--- src/rtl/spi_pkg.sv ---
// ---------------------------------------------------------------------------
// spi_pkg
// Shared definitions for the SPI frame controller slice.
//   parser_state_t : frame parser states (ST_CHECK is only reached when the
//                    design is built with SPI_FRAME_CHECKSUM_EN defined)
//   CMD_WRITE      : the only command byte the parser accepts
//   FRAME_OFS_*    : byte offsets of the fixed frame fields
// ---------------------------------------------------------------------------
package spi_pkg;

  typedef enum logic [2:0] {
    ST_IDLE,
    ST_ADDR,
    ST_LEN,
    ST_PAYLOAD,
    ST_WRITE,
    ST_CHECK,
    ST_DONE,
    ST_ERROR
  } parser_state_t;

  localparam logic [7:0] CMD_WRITE = 8'hA5;

  localparam int FRAME_OFS_CMD     = 0;
  localparam int FRAME_OFS_ADDR    = 1;
  localparam int FRAME_OFS_LEN     = 2;
  localparam int FRAME_OFS_PAYLOAD = 3;

endpackage

--- src/rtl/spi_frame_controller_if.sv ---
// ---------------------------------------------------------------------------
// spi_frame_controller_if
// Bundles the byte stream from the SPI slave, the memory write port and the
// frame status outputs of spi_frame_controller.
//   slave  modport : controller side (consumes bytes, drives the write port)
//   master modport : environment side (SPI slave + memory + status observer)
// Signals:
//   io_byteValid / io_byte   : completed-byte strobe and data
//   io_ssActive              : slave select asserted
//   io_memWriteValid/Ready   : write handshake, io_memAddress/io_memWriteData
//   io_frameDone/io_frameError : one-cycle frame outcome pulses
//   io_busy                  : parser active or bytes buffered
// ---------------------------------------------------------------------------
interface spi_frame_controller_if #(
  parameter int ADDR_W = 8
);
  logic              io_byteValid;
  logic [7:0]        io_byte;
  logic              io_ssActive;
  logic              io_memWriteValid;
  logic [ADDR_W-1:0] io_memAddress;
  logic [7:0]        io_memWriteData;
  logic              io_memWriteReady;
  logic              io_frameDone;
  logic              io_frameError;
  logic              io_busy;

  modport slave (
    input  io_byteValid, io_byte, io_ssActive, io_memWriteReady,
    output io_memWriteValid, io_memAddress, io_memWriteData,
           io_frameDone, io_frameError, io_busy
  );

  modport master (
    output io_byteValid, io_byte, io_ssActive, io_memWriteReady,
    input  io_memWriteValid, io_memAddress, io_memWriteData,
           io_frameDone, io_frameError, io_busy
  );
endinterface

--- src/rtl/spi_byte_fifo.sv ---
// ---------------------------------------------------------------------------
// spi_byte_fifo
// Small synchronous byte FIFO with show-ahead read data.
//   clock, reset : system clock, asynchronous active-high reset
//   i_push/i_data: write strobe and byte; ignored when full unless a pop
//                  happens in the same cycle
//   i_pop        : consume o_data (ignored when empty)
//   i_flush      : discard all contents; wins over push and pop
//   o_data       : byte at the head of the FIFO
//   o_empty/o_full : occupancy flags
// ---------------------------------------------------------------------------
module spi_byte_fifo #(
  parameter int DEPTH = 4
) (
  input  logic       clock,
  input  logic       reset,
  input  logic       i_push,
  input  logic [7:0] i_data,
  input  logic       i_pop,
  input  logic       i_flush,
  output logic [7:0] o_data,
  output logic       o_empty,
  output logic       o_full
);
  localparam int PTR_W = $clog2(DEPTH);
  localparam int CNT_W = PTR_W + 1;

  logic [7:0]       r_mem [DEPTH];
  logic [PTR_W-1:0] r_wr_ptr;
  logic [PTR_W-1:0] r_rd_ptr;
  logic [CNT_W-1:0] r_count;

  logic w_push;
  logic w_pop;

  assign o_empty = (r_count == '0);
  assign o_full  = (r_count == CNT_W'(DEPTH));
  // A pop frees the slot in the same cycle, so a full FIFO may still accept.
  assign w_pop   = i_pop && !o_empty && !i_flush;
  assign w_push  = i_push && !i_flush && (!o_full || w_pop);
  assign o_data  = r_mem[r_rd_ptr];

  always_ff @(posedge clock) begin
    if (w_push) begin
      r_mem[r_wr_ptr] <= i_data;
    end
  end

  always_ff @(posedge clock or posedge reset) begin
    if (reset) begin
      r_wr_ptr <= '0;
      r_rd_ptr <= '0;
      r_count  <= '0;
    end else if (i_flush) begin
      r_wr_ptr <= '0;
      r_rd_ptr <= '0;
      r_count  <= '0;
    end else begin
      if (w_push) r_wr_ptr <= r_wr_ptr + PTR_W'(1);
      if (w_pop)  r_rd_ptr <= r_rd_ptr + PTR_W'(1);
      if (w_push && !w_pop) begin
        r_count <= r_count + CNT_W'(1);
      end else if (!w_push && w_pop) begin
        r_count <= r_count - CNT_W'(1);
      end
    end
  end
endmodule

--- src/rtl/spi_frame_controller.sv ---
// ---------------------------------------------------------------------------
// spi_frame_controller
// Turns the SPI slave byte stream into memory writes. Frame layout:
//   CMD_WRITE, base address, length N, N payload bytes
//   (+ one XOR checksum byte when SPI_FRAME_CHECKSUM_EN is defined)
// Each payload byte becomes one valid/ready write at an auto-incrementing
// address.
// Ports:
//   clock, reset : system clock, asynchronous active-high reset
//   bus          : spi_frame_controller_if.slave (byte stream in, write port
//                  and frameDone/frameError/busy out)
// Optional feature macro: SPI_FRAME_CHECKSUM_EN (adds the CHECK state).
// ---------------------------------------------------------------------------
module spi_frame_controller
  import spi_pkg::*;
#(
  parameter int         ADDR_W     = 8,
  parameter int         FIFO_DEPTH = 4,
  parameter logic [7:0] CMD_WRITE  = spi_pkg::CMD_WRITE
) (
  input  logic                  clock,
  input  logic                  reset,
  spi_frame_controller_if.slave bus
);
`ifdef SPI_FRAME_CHECKSUM_EN
  localparam bit CHECKSUM_EN = 1'b1;
`else
  localparam bit CHECKSUM_EN = 1'b0;
`endif

  parser_state_t     r_state;
  logic [ADDR_W-1:0] r_addr;
  logic [7:0]        r_data;
  logic [7:0]        r_remaining;
  logic              r_valid;
  logic              r_done;
  logic              r_error;
  logic              r_ss_prev;
  logic              r_released;
  logic              r_overflow;
`ifdef SPI_FRAME_CHECKSUM_EN
  logic [7:0]        r_xor;
`endif

  logic       w_empty;
  logic       w_full;
  logic [7:0] w_rd_data;
  logic       w_step;
  logic       w_abort;
  logic       w_pop;
  logic       w_flush;
  logic       w_ss_fall;
  logic       w_to_idle;

  // States that consume a byte; overflow and truncation are only acted upon
  // here so an issued write is always allowed to complete.
  assign w_step    = (r_state == ST_IDLE) || (r_state == ST_ADDR) || (r_state == ST_LEN) ||
                     (r_state == ST_PAYLOAD) || (r_state == ST_CHECK);
  // Truncation needs an empty FIFO, so bytes buffered before SS release drain first.
  assign w_abort   = w_step && (r_overflow ||
                     ((r_state != ST_IDLE) && w_empty && r_released));
  assign w_pop     = w_step && !w_abort && !w_empty;
  assign w_flush   = (r_state == ST_ERROR);
  assign w_ss_fall = r_ss_prev && !bus.io_ssActive;
  assign w_to_idle = (r_state == ST_DONE) || ((r_state == ST_ERROR) && !bus.io_ssActive);

  spi_byte_fifo #(
    .DEPTH (FIFO_DEPTH)
  ) u_fifo (
    .clock   (clock),
    .reset   (reset),
    .i_push  (bus.io_byteValid),
    .i_data  (bus.io_byte),
    .i_pop   (w_pop),
    .i_flush (w_flush),
    .o_data  (w_rd_data),
    .o_empty (w_empty),
    .o_full  (w_full)
  );

  // Sticky overflow and SS-release tracking.
  always_ff @(posedge clock or posedge reset) begin
    if (reset) begin
      r_ss_prev  <= 1'b0;
      r_released <= 1'b0;
      r_overflow <= 1'b0;
    end else begin
      r_ss_prev <= bus.io_ssActive;
      // An idle parser with nothing buffered has no frame to truncate.
      if (w_to_idle || ((r_state == ST_IDLE) && w_empty)) begin
        r_released <= 1'b0;
      end else if (w_ss_fall) begin
        r_released <= 1'b1;
      end
      if (w_flush) begin
        r_overflow <= 1'b0;
      end else if (bus.io_byteValid && w_full && !w_pop) begin
        r_overflow <= 1'b1;
      end
    end
  end

  always_ff @(posedge clock or posedge reset) begin
    if (reset) begin
      r_state     <= ST_IDLE;
      r_addr      <= '0;
      r_data      <= '0;
      r_remaining <= '0;
      r_valid     <= 1'b0;
      r_done      <= 1'b0;
      r_error     <= 1'b0;
`ifdef SPI_FRAME_CHECKSUM_EN
      r_xor       <= '0;
`endif
    end else begin
      r_done  <= 1'b0;
      r_error <= 1'b0;
      if (w_abort) begin
        r_state <= ST_ERROR;
        r_error <= 1'b1;
      end else begin
        case (r_state)
          ST_IDLE: if (w_pop) begin
            if (w_rd_data == CMD_WRITE) begin
              r_state <= ST_ADDR;
`ifdef SPI_FRAME_CHECKSUM_EN
              r_xor   <= w_rd_data;
`endif
            end else begin
              r_state <= ST_ERROR;
              r_error <= 1'b1;
            end
          end
          ST_ADDR: if (w_pop) begin
            r_addr  <= ADDR_W'(w_rd_data);
            r_state <= ST_LEN;
`ifdef SPI_FRAME_CHECKSUM_EN
            r_xor   <= r_xor ^ w_rd_data;
`endif
          end
          ST_LEN: if (w_pop) begin
            r_remaining <= w_rd_data;
`ifdef SPI_FRAME_CHECKSUM_EN
            r_xor       <= r_xor ^ w_rd_data;
`endif
            if (w_rd_data == 8'd0) begin
              r_state <= CHECKSUM_EN ? ST_CHECK : ST_DONE;
              r_done  <= !CHECKSUM_EN;
            end else begin
              r_state <= ST_PAYLOAD;
            end
          end
          ST_PAYLOAD: if (w_pop) begin
            r_data  <= w_rd_data;
            r_valid <= 1'b1;
            r_state <= ST_WRITE;
`ifdef SPI_FRAME_CHECKSUM_EN
            r_xor   <= r_xor ^ w_rd_data;
`endif
          end
          ST_WRITE: if (bus.io_memWriteReady) begin
            r_valid     <= 1'b0;
            r_addr      <= r_addr + ADDR_W'(1);
            r_remaining <= r_remaining - 8'd1;
            if (r_remaining == 8'd1) begin
              r_state <= CHECKSUM_EN ? ST_CHECK : ST_DONE;
              r_done  <= !CHECKSUM_EN;
            end else begin
              r_state <= ST_PAYLOAD;
            end
          end
`ifdef SPI_FRAME_CHECKSUM_EN
          ST_CHECK: if (w_pop) begin
            if (w_rd_data == r_xor) begin
              r_state <= ST_DONE;
              r_done  <= 1'b1;
            end else begin
              r_state <= ST_ERROR;
              r_error <= 1'b1;
            end
          end
`endif
          ST_DONE:  r_state <= ST_IDLE;
          ST_ERROR: if (!bus.io_ssActive) r_state <= ST_IDLE;
          default:  r_state <= ST_IDLE;
        endcase
      end
    end
  end

  assign bus.io_memWriteValid = r_valid;
  assign bus.io_memAddress    = r_addr;
  assign bus.io_memWriteData  = r_data;
  assign bus.io_frameDone     = r_done;
  assign bus.io_frameError    = r_error;
  assign bus.io_busy          = (r_state != ST_IDLE) || !w_empty;
endmodule

--- src/flat_wrapper.sv ---
// flat-port wrapper written by rule: the top's interface ports become plain ports
module spi_frame_controller_flat import spi_pkg::*;
#(
  parameter int         ADDR_W     = 8,
  parameter int         FIFO_DEPTH = 4,
  parameter logic [7:0] CMD_WRITE  = spi_pkg::CMD_WRITE
)
  (clock, reset, bus_io_byteValid, bus_io_byte, bus_io_ssActive, bus_io_memWriteReady, bus_io_memWriteValid, bus_io_memAddress, bus_io_memWriteData, bus_io_frameDone, bus_io_frameError, bus_io_busy);
  spi_frame_controller_if #(.ADDR_W(ADDR_W)) bus_i ();
  input  logic clock;
  input  logic reset;
  input wire logic [$bits(bus_i.io_byteValid)-1:0] bus_io_byteValid;
  input wire logic [$bits(bus_i.io_byte)-1:0] bus_io_byte;
  input wire logic [$bits(bus_i.io_ssActive)-1:0] bus_io_ssActive;
  input wire logic [$bits(bus_i.io_memWriteReady)-1:0] bus_io_memWriteReady;
  output wire logic [$bits(bus_i.io_memWriteValid)-1:0] bus_io_memWriteValid;
  output wire logic [$bits(bus_i.io_memAddress)-1:0] bus_io_memAddress;
  output wire logic [$bits(bus_i.io_memWriteData)-1:0] bus_io_memWriteData;
  output wire logic [$bits(bus_i.io_frameDone)-1:0] bus_io_frameDone;
  output wire logic [$bits(bus_i.io_frameError)-1:0] bus_io_frameError;
  output wire logic [$bits(bus_i.io_busy)-1:0] bus_io_busy;
  assign bus_i.io_byteValid = bus_io_byteValid;
  assign bus_i.io_byte = bus_io_byte;
  assign bus_i.io_ssActive = bus_io_ssActive;
  assign bus_i.io_memWriteReady = bus_io_memWriteReady;
  assign bus_io_memWriteValid = bus_i.io_memWriteValid;
  assign bus_io_memAddress = bus_i.io_memAddress;
  assign bus_io_memWriteData = bus_i.io_memWriteData;
  assign bus_io_frameDone = bus_i.io_frameDone;
  assign bus_io_frameError = bus_i.io_frameError;
  assign bus_io_busy = bus_i.io_busy;
  spi_frame_controller #(.ADDR_W(ADDR_W), .FIFO_DEPTH(FIFO_DEPTH), .CMD_WRITE(CMD_WRITE)) u_core (.clock(clock), .reset(reset), .bus(bus_i));
endmodule
--- config.mk ---
export PLATFORM = sky130hd
export DESIGN_NAME = spi_frame_controller_flat
export DESIGN_NICKNAME = d
export VERILOG_FILES = /design/src/rtl/spi_pkg.sv /design/src/rtl/spi_frame_controller_if.sv /design/src/rtl/spi_byte_fifo.sv /design/src/rtl/spi_frame_controller.sv /design/src/flat_wrapper.sv
export SDC_FILE = /design/constraint.sdc
export NUM_CORES = 1
export LEC_CHECK = 0
export ABC_AREA = 1
export BUFFER_PORTS_ARGS = -buffer_cell sky130_fd_sc_hd__buf_2
export CORE_MARGIN = 2
export CORE_UTILIZATION = 45
export CTS_BUF_LIST = sky130_fd_sc_hd__clkbuf_8
export DETAILED_ROUTE_END_ITERATION = 10
export PLACE_DENSITY_LB_ADDON = 0.15
export SLEW_MARGIN = 0
export SYNTH_ARGS = -nofsm -noshare
export SYNTH_HDL_FRONTEND = slang
export SYNTH_SLANG_ARGS = --single-unit
--- constraint.sdc ---
create_clock -name clock -period 1.9 [get_ports clock]
set_input_delay 0.19 -clock clock [delete_from_list [all_inputs] [get_ports clock]]
set_output_delay 0.19 -clock clock [all_outputs]
set_load 0.02 [all_outputs]
## Yosys cells after proc, flatten, opt, wreduce, memory -nomap -nowiden

Memory sizes are Yosys's and may differ from the RTL's.
Index checks and enable logic that the tools add are counted.

| cells by class | value |
|---|---|
| reduce and logical (&&, ||, !) cells | 50 |
| bitwise operators | 1 |
| muxes and demuxes | 42 |
| equal/unequal tests | 20 |
| add/sub/neg operators | 6 |

Operators with widths:

| kind | count |
|---|---|
| $mux W3 | 13 |
| $pmux W8 S2 | 2 |
| $mux W8 | 3 |
| $ne A3 B2 Y1 const B | 6 |
| $pmux W3 S6 | 1 |
| $mux W1 | 17 |
| $logic_and A1 B1 Y1 | 16 |
| $eq A3 B3 Y1 const B | 5 |
| $reduce_bool A2 Y1 | 7 |
| $reduce_and A4 Y1 | 3 |
| $logic_or A1 B1 Y1 | 9 |
| $add A8 B1 Y8 const B | 1 |
| $eq A8 B1 Y1 const B | 1 |
| $eq A8 B8 Y1 const B | 1 |
| $logic_not A1 Y1 | 8 |
| $logic_not A8 Y1 | 1 |
| $mux W2 | 4 |
| $ne A2 B2 Y1 const B | 4 |
| $sub A8 B1 Y8 const B | 1 |
| $eq A3 B2 Y1 const B | 2 |
| $logic_not A3 Y1 | 2 |
| $reduce_and A6 Y1 | 1 |
| $reduce_bool A3 Y1 | 2 |
| $add A2 B1 Y2 const B | 2 |
| 6 further kinds | 7 |

| word-level totals | value |
|---|---|
| bits of input ports | 13 |
| logic and storage cells | 133 |
| RAM bits | 32 |
| output and inout bits | 20 |
| flip-flop bits (word level) | 40 |
| memories kept | 1 |

Memory list:

| memory | words | bits a word | rd ports | clocked after Yosys merged registers in | write ports | line | RTL |
|---|---|---|---|---|---|---|---|
| u_core.u_fifo.r_mem | 4 | 8 | 1 | 0 | 1 | spi_byte_fifo.sv:28 | `logic [7:0] r_mem [DEPTH];` |

## Depth between registers and ports, before layout

| logic depth | value |
|---|---|
| depth in word-level cells | 18 |
| depth in mapped cells | 13 |
| gate-level depth less buffers | 13 |

## Modules after synthesis

A second synthesis with hierarchy kept.

| second synthesis, totals | value |
|---|---|
| cells, all modules | 445 |
| area, all modules | 3,781.1 um2 |

Modules (own cells, without submodules):

| module | times used | cells each | area an instance (um2) |
|---|---|---|---|
| spi_frame_controller | 1 | 294 | 2,059.5 |
| spi_byte_fifo | 1 | 151 | 1,721.7 |

## Least setup slack after synthesis

Ideal clock, no wire load.

| timing path | value |
|---|---|
| kind | flip-flop to flip-flop |
| from | reg u_core.r_state[2] |
| to | reg u_core.u_fifo.r_count[2] |
| clock period less this slack | 1.921 ns |
| required time | 1.783 ns |
| cell stages (with the launch flop) | 13 |
| library setup time | 0.117 ns |
| buffers on the path | 1 |
| slack | -0.021 ns |
| arrival | 1.804 ns |
| cells stage by stage | dfrtp_1 > buf_6 > inv_1 > nand2_2 > nand3_2 > nand3_4 > nand3_1 > inv_1 > fa_1 > xnor2_1 > xor2_1 > nand2_1 > nand2_1 |

| between the ends | value |
|---|---|
| cells in the longest elaborated chain, start to end | 16 |
| elaborated cells between the ends (all ways) | 31 |

Ends and longest elaborated chain:

| item | line | RTL |
|---|---|---|
| from (decl) | spi_frame_controller.sv:31 | `parser_state_t r_state;` |
| from (signal assigned) | spi_frame_controller.sv:147 | `r_state <= CHECKSUM_EN ? ST_CHECK : ST_DONE;` |
| from (signal assigned) | spi_frame_controller.sv:166 | `r_state <= CHECKSUM_EN ? ST_CHECK : ST_DONE;` |
| $eq A3 B1 Y1 or $logic_not A3 Y1 (tied branches) | spi_frame_controller.sv:57 | `assign w_step = (r_state == ST_IDLE) \|\| (r_state == ST_ADDR) \|\| (r_state == ST_LEN) \|\|` |
| $logic_or A1 B1 Y1 (3 in series) | spi_frame_controller.sv:57 |  |
| $logic_or A1 B1 Y1 | spi_frame_controller.sv:58 | `(r_state == ST_PAYLOAD) \|\| (r_state == ST_CHECK);` |
| $logic_and A1 B1 Y1 | spi_frame_controller.sv:60 | `assign w_abort = w_step && (r_overflow \|\|` |
| $logic_not A1 Y1 | spi_frame_controller.sv:62 | `assign w_pop = w_step && !w_abort && !w_empty;` |
| $logic_and A1 B1 Y1 (2 in series) | spi_frame_controller.sv:62 |  |
| $logic_and A1 B1 Y1 (2 in series) | spi_byte_fifo.sv:39 | `assign w_pop = i_pop && !o_empty && !i_flush;` |
| $logic_or A1 B1 Y1 | spi_byte_fifo.sv:40 | `assign w_push = i_push && !i_flush && (!o_full \|\| w_pop);` |
| $logic_and A1 B1 Y1 | spi_byte_fifo.sv:40 |  |
| $logic_and A1 B1 Y1 or $logic_not A1 Y1 (tied branches) | spi_byte_fifo.sv:61, spi_byte_fifo.sv:63 |  |
| $mux W3 or $logic_and A1 B1 Y1 (tied branches) | spi_byte_fifo.sv:61, spi_byte_fifo.sv:63 |  |
| $mux W3 or $reduce_bool A3 Y1 (tied branches) | n/a |  |
| to (signal assigned) | spi_byte_fifo.sv:62 | `r_count <= r_count + CNT_W'(1);` |
| to (signal assigned) | spi_byte_fifo.sv:64 | `r_count <= r_count - CNT_W'(1);` |
| to (decl) | spi_byte_fifo.sv:31 | `logic [CNT_W-1:0] r_count;` |

Parallel ways exist; a longest one is shown, timed or not.
A chain may end at the register's enable or synchronous reset.

## Final worst setup path

| timing path | value |
|---|---|
| from | reg u_core.r_state[1] |
| to | reg u_core.u_fifo.r_count[2] |

The elaborated chain is that of the path after synthesis.

==> summary.txt <==
Run status
  • Status: finished clean

Timing
  • Final setup violating endpoints: 0
  • Slew headroom: 64.35%
  • Final period util: 97.05%
  • Hold slack: 0.05495 ns
  • RSZ-0062 raised after global routing: true
  • Fmax achieved: 0.5423 GHz
  • Final hold vios: 0
  • Max-slew violation count: 0
  • Clk_skew: 0.01222 ns
  • Setup WS post-layout: 0.05601 ns
  • Final critical-path required period: 1.844 ns
  • Actual slew at the worst max-slew pin: 0.5348 ns

Layout
  • Reg area: 1966 sq um
  • Fill count: 715
  • Nets: 510
  • Final instance area: 4344 sq um
  • Layout Cells excl Fill: 596
  • P&R area growth vs syn: 17.93%
  • Ant. Diodes: 0
  • Layout cells sized above 1: 20.24%
  • Multi-input logic area: 1491 sq um

Floorplanning
  • Io pins: 33
  • Core region area: 7848 sq um
  • Number of cell rows: 32
  • Die width: 94.48 um
  • Initial Util: 46.94%
  • Die area: 8926 sq um
  • Die Span Y: 94.48 um

Critical path
  • Slowest stage delay, CP: 0.46 ns
  • Crit path launch type: flop
  • CP required: 2.15 ns
  • Critical-path cell list: inv_2, nand2_2, nand2_2, nand2_1, inv_2, nand3_4, nand3_2, inv_1, fa_2, xnor2_2, xor2_1, nand2_1, nand2_1
  • CP Capture Type: flop
  • Most common cell on crit path: nand2_1
  • Slowest cell on crit path: dfrtp_2
  • Critical path fanouts, max: 4
  • Kind of critical path: reg2reg
  • Critical path arrival: 2.09 ns

Placed design
  • Dpl hpwl: 5.757 mm
  • GP Congestion: 0.8431
  • PortBufs: 32
  • Post-placement setup slack: 0.03368 ns
  • Area after DPL: 4065 sq um
  • Placed insts: 576

Clock tree
  • CTS buffer count: 9
  • H-tree depth: 3
  • Root Buffer: clkbuf_8
  • Worst-case clock buffer depth: 2
  • CTS tree: done
  • Clk_lat worst skew: 0.36 ns
  • Number of clock sinks: 72
  • Clk slew on worst S/H paths: 0.09 ns

Synthesis
  • FF+latch count, synth: 72
  • Yosys warning count: 0
  • Synth top area cells: dfrtp_1 (27%), edfxtp_1 (26%), nand2_1 (15%), nand3_1 (4.8%), inv_1 (4.7%)
  • Most frequent cell after synthesis: nand2_1
  • Syn Nets: 455
  • Mapped Cells: 434
  • Synth cell types: 32
  • Area leader, netlist: dfrtp_1
  • Register area share after synthesis: 53.26%
  • Share of flip-flops with an asynchronous set or reset: 55.56%
  • Mapped cell area: 3684 sq um
  • Ys flop type: dfrtp_1
  • Post-synth top area share: 27.17%
  • Post-synth EDFFs: 32
  • Most common library cells after synthesis: nand2_1 (152), inv_1 (46), dfrtp_1 (40)
  • Mean Syn Cell Area: 8.487 sq um

Power and ir drop
  • Sequential power share: 33.1%
  • Power share of the combinational group: 50.3%
  • Power Dens Cells: 1784 nW/um^2
  • P_sw: 3.514 mW
  • Sw frac: 45.35%
  • Maximum VDD drop: 0.0007623 V
  • Clock share of power: 16.6%
  • Power Internal: 4.234 mW
  • Leak: 2.107 nW

Drt
  • Final WL: 7.757 mm
  • Drt drc: 0
  • Starting DRT DRC Count: 155
  • DRT antenna net count: 0
  • Post-DR vias/cell: 4.883
  • DR WL/cell: 13.02 um
  • First-pass DRT Iterations: 4
  • Vias: 2910

GRT
  • Total gr overflow: 0
  • Gr usage total: 18.57%
  • Largest net degree at the start of global routing: 41
  • Initial antenna violation count: 0
  • Vias in the first global route: 2692
  • First-pass GRT wire length: 12.67 mm

Min path
  • Worst hold path class: in2reg

Flow run
  • Max-cap viol count: 0
area by class of cell:
class | instances | area share, %
clock inverter | 7 | 1.959
tap | 102 | 2.938
multi-input combinational | 300 | 34.33
timing repair buffer | 55 | 8.065
clock buffer | 9 | 2.851
inverter | 51 | 4.608
sequential | 72 | 45.25
layout by cell type, fill, tap and decap left out, drive strengths merged, types with 2 or more instances in the layout:
master	n
a21oi	9
buf	53
clkbuf	9
clkinv	3
dfrtp	40
dlygate4sd3	2
edfxtp	32
ha	7
inv	53
nand2	161
nand3	38
nand4	2
nor2	26
nor3	5
o21ai	32
o22ai	2
o31ai	4
xnor2	2
xor2	7
through the flow:
stage | utilization (%) | power, mW | TNS (ns)
6_report | 55.36 | 7.748 | 0
5_1_grt | 55.36 | 8.440 | -0.04342
4_1_cts | 54.72 | 7.689 | 0
3_5_place_dp | 51.80 | 6.375 | 0
3_3_place_gp | 51.80 | 6.303 | 0
2_1_floorplan | - | 5.284 | 0
timing repair:
action                                  in CTS  in global routing
buffers inserted                             0                  2
hold buffers                                 2                  0
endpoints found under the setup margin       0                 44
endpoints found under the hold margin       41                  0
resized for setup                            0                 11
critical path, delay by kind of cell (launching register included):
family / cells / cell delay (ns)
xor gates and xnor gates: 2 / 0.31
adders and majority gates: 1 / 0.35
buffers and inverters: 3 / 0.19
DFF: 1 / 0.46
and+or+nand+nor: 7 / 0.43
sequential cells by signal, indices dropped and copies added, names as in the netlist, 2 cells and up:
| signal | count |
|---|---|
| u_core.u_fifo.r_mem | 32 |
| u_core.u_fifo.r_rd_ptr | 2 |
| u_core.r_state | 3 |
| u_core.u_fifo.r_wr_ptr | 2 |
| u_core.r_remaining | 8 |
| u_core.bus.io_memWriteData | 8 |
| u_core.bus.io_memAddress | 8 |
| u_core.u_fifo.r_count | 3 |
worst paths after layout:
check	startpoint	endpoint	slack, ns	cells past startpoint
max	u_core.r_state[1]	u_core.u_fifo.r_count[2]	0.06	13
min	bus_io_byte[6]	u_core.u_fifo.r_mem[0][6]	0.05	1
max reg2reg	u_core.r_state[1]	u_core.u_fifo.r_count[2]	0.06	13
min reg2reg	u_core.bus.io_memWriteData[0]	u_core.bus.io_memWriteData[0]	0.48	2
max in group asynchronous	reset	u_core.r_state[2]	1.00	4
min in group asynchronous	reset	u_core.bus.io_frameDone	0.50	4
per-layer routing:
metal	vias to the layer above	routed length [um]	part of all wire, %	global-route usage [%]
li1	1506	-	-	-
met1	1339	3722	48	25.21
met2	54	3678	47	30.12
met3	11	243	3.1	3.113
met4	0	114	1.5	6.884
met5	-	0	0	0
cells by family (layout without fill, tap and decap cells):
logic type	count (synthesis)	after routing	share of synthesized area (%)
compound gates	50	50	7.813
xor+xnor	9	9	2.140
fa+ha+maj	8	8	2.921
buf+inv	62	122	7.133
flops	72	72	53.26
simple gates	233	233	26.73
power groups by stage:
| stage | Combinational [mW] | Sequential, mW | Clock (mW) |
|---|---|---|---|
| final | 3.89 | 2.57 | 1.29 |
| after global routing | 4.44 | 2.62 | 1.38 |
| after CTS | 3.83 | 2.54 | 1.32 |
| after detailed placement | 3.81 | 2.57 | 0 |
| after global placement | 3.75 | 2.56 | 0 |
| after floorplan | 2.61 | 2.68 | 0 |
(Power assumes the default switching activity.)
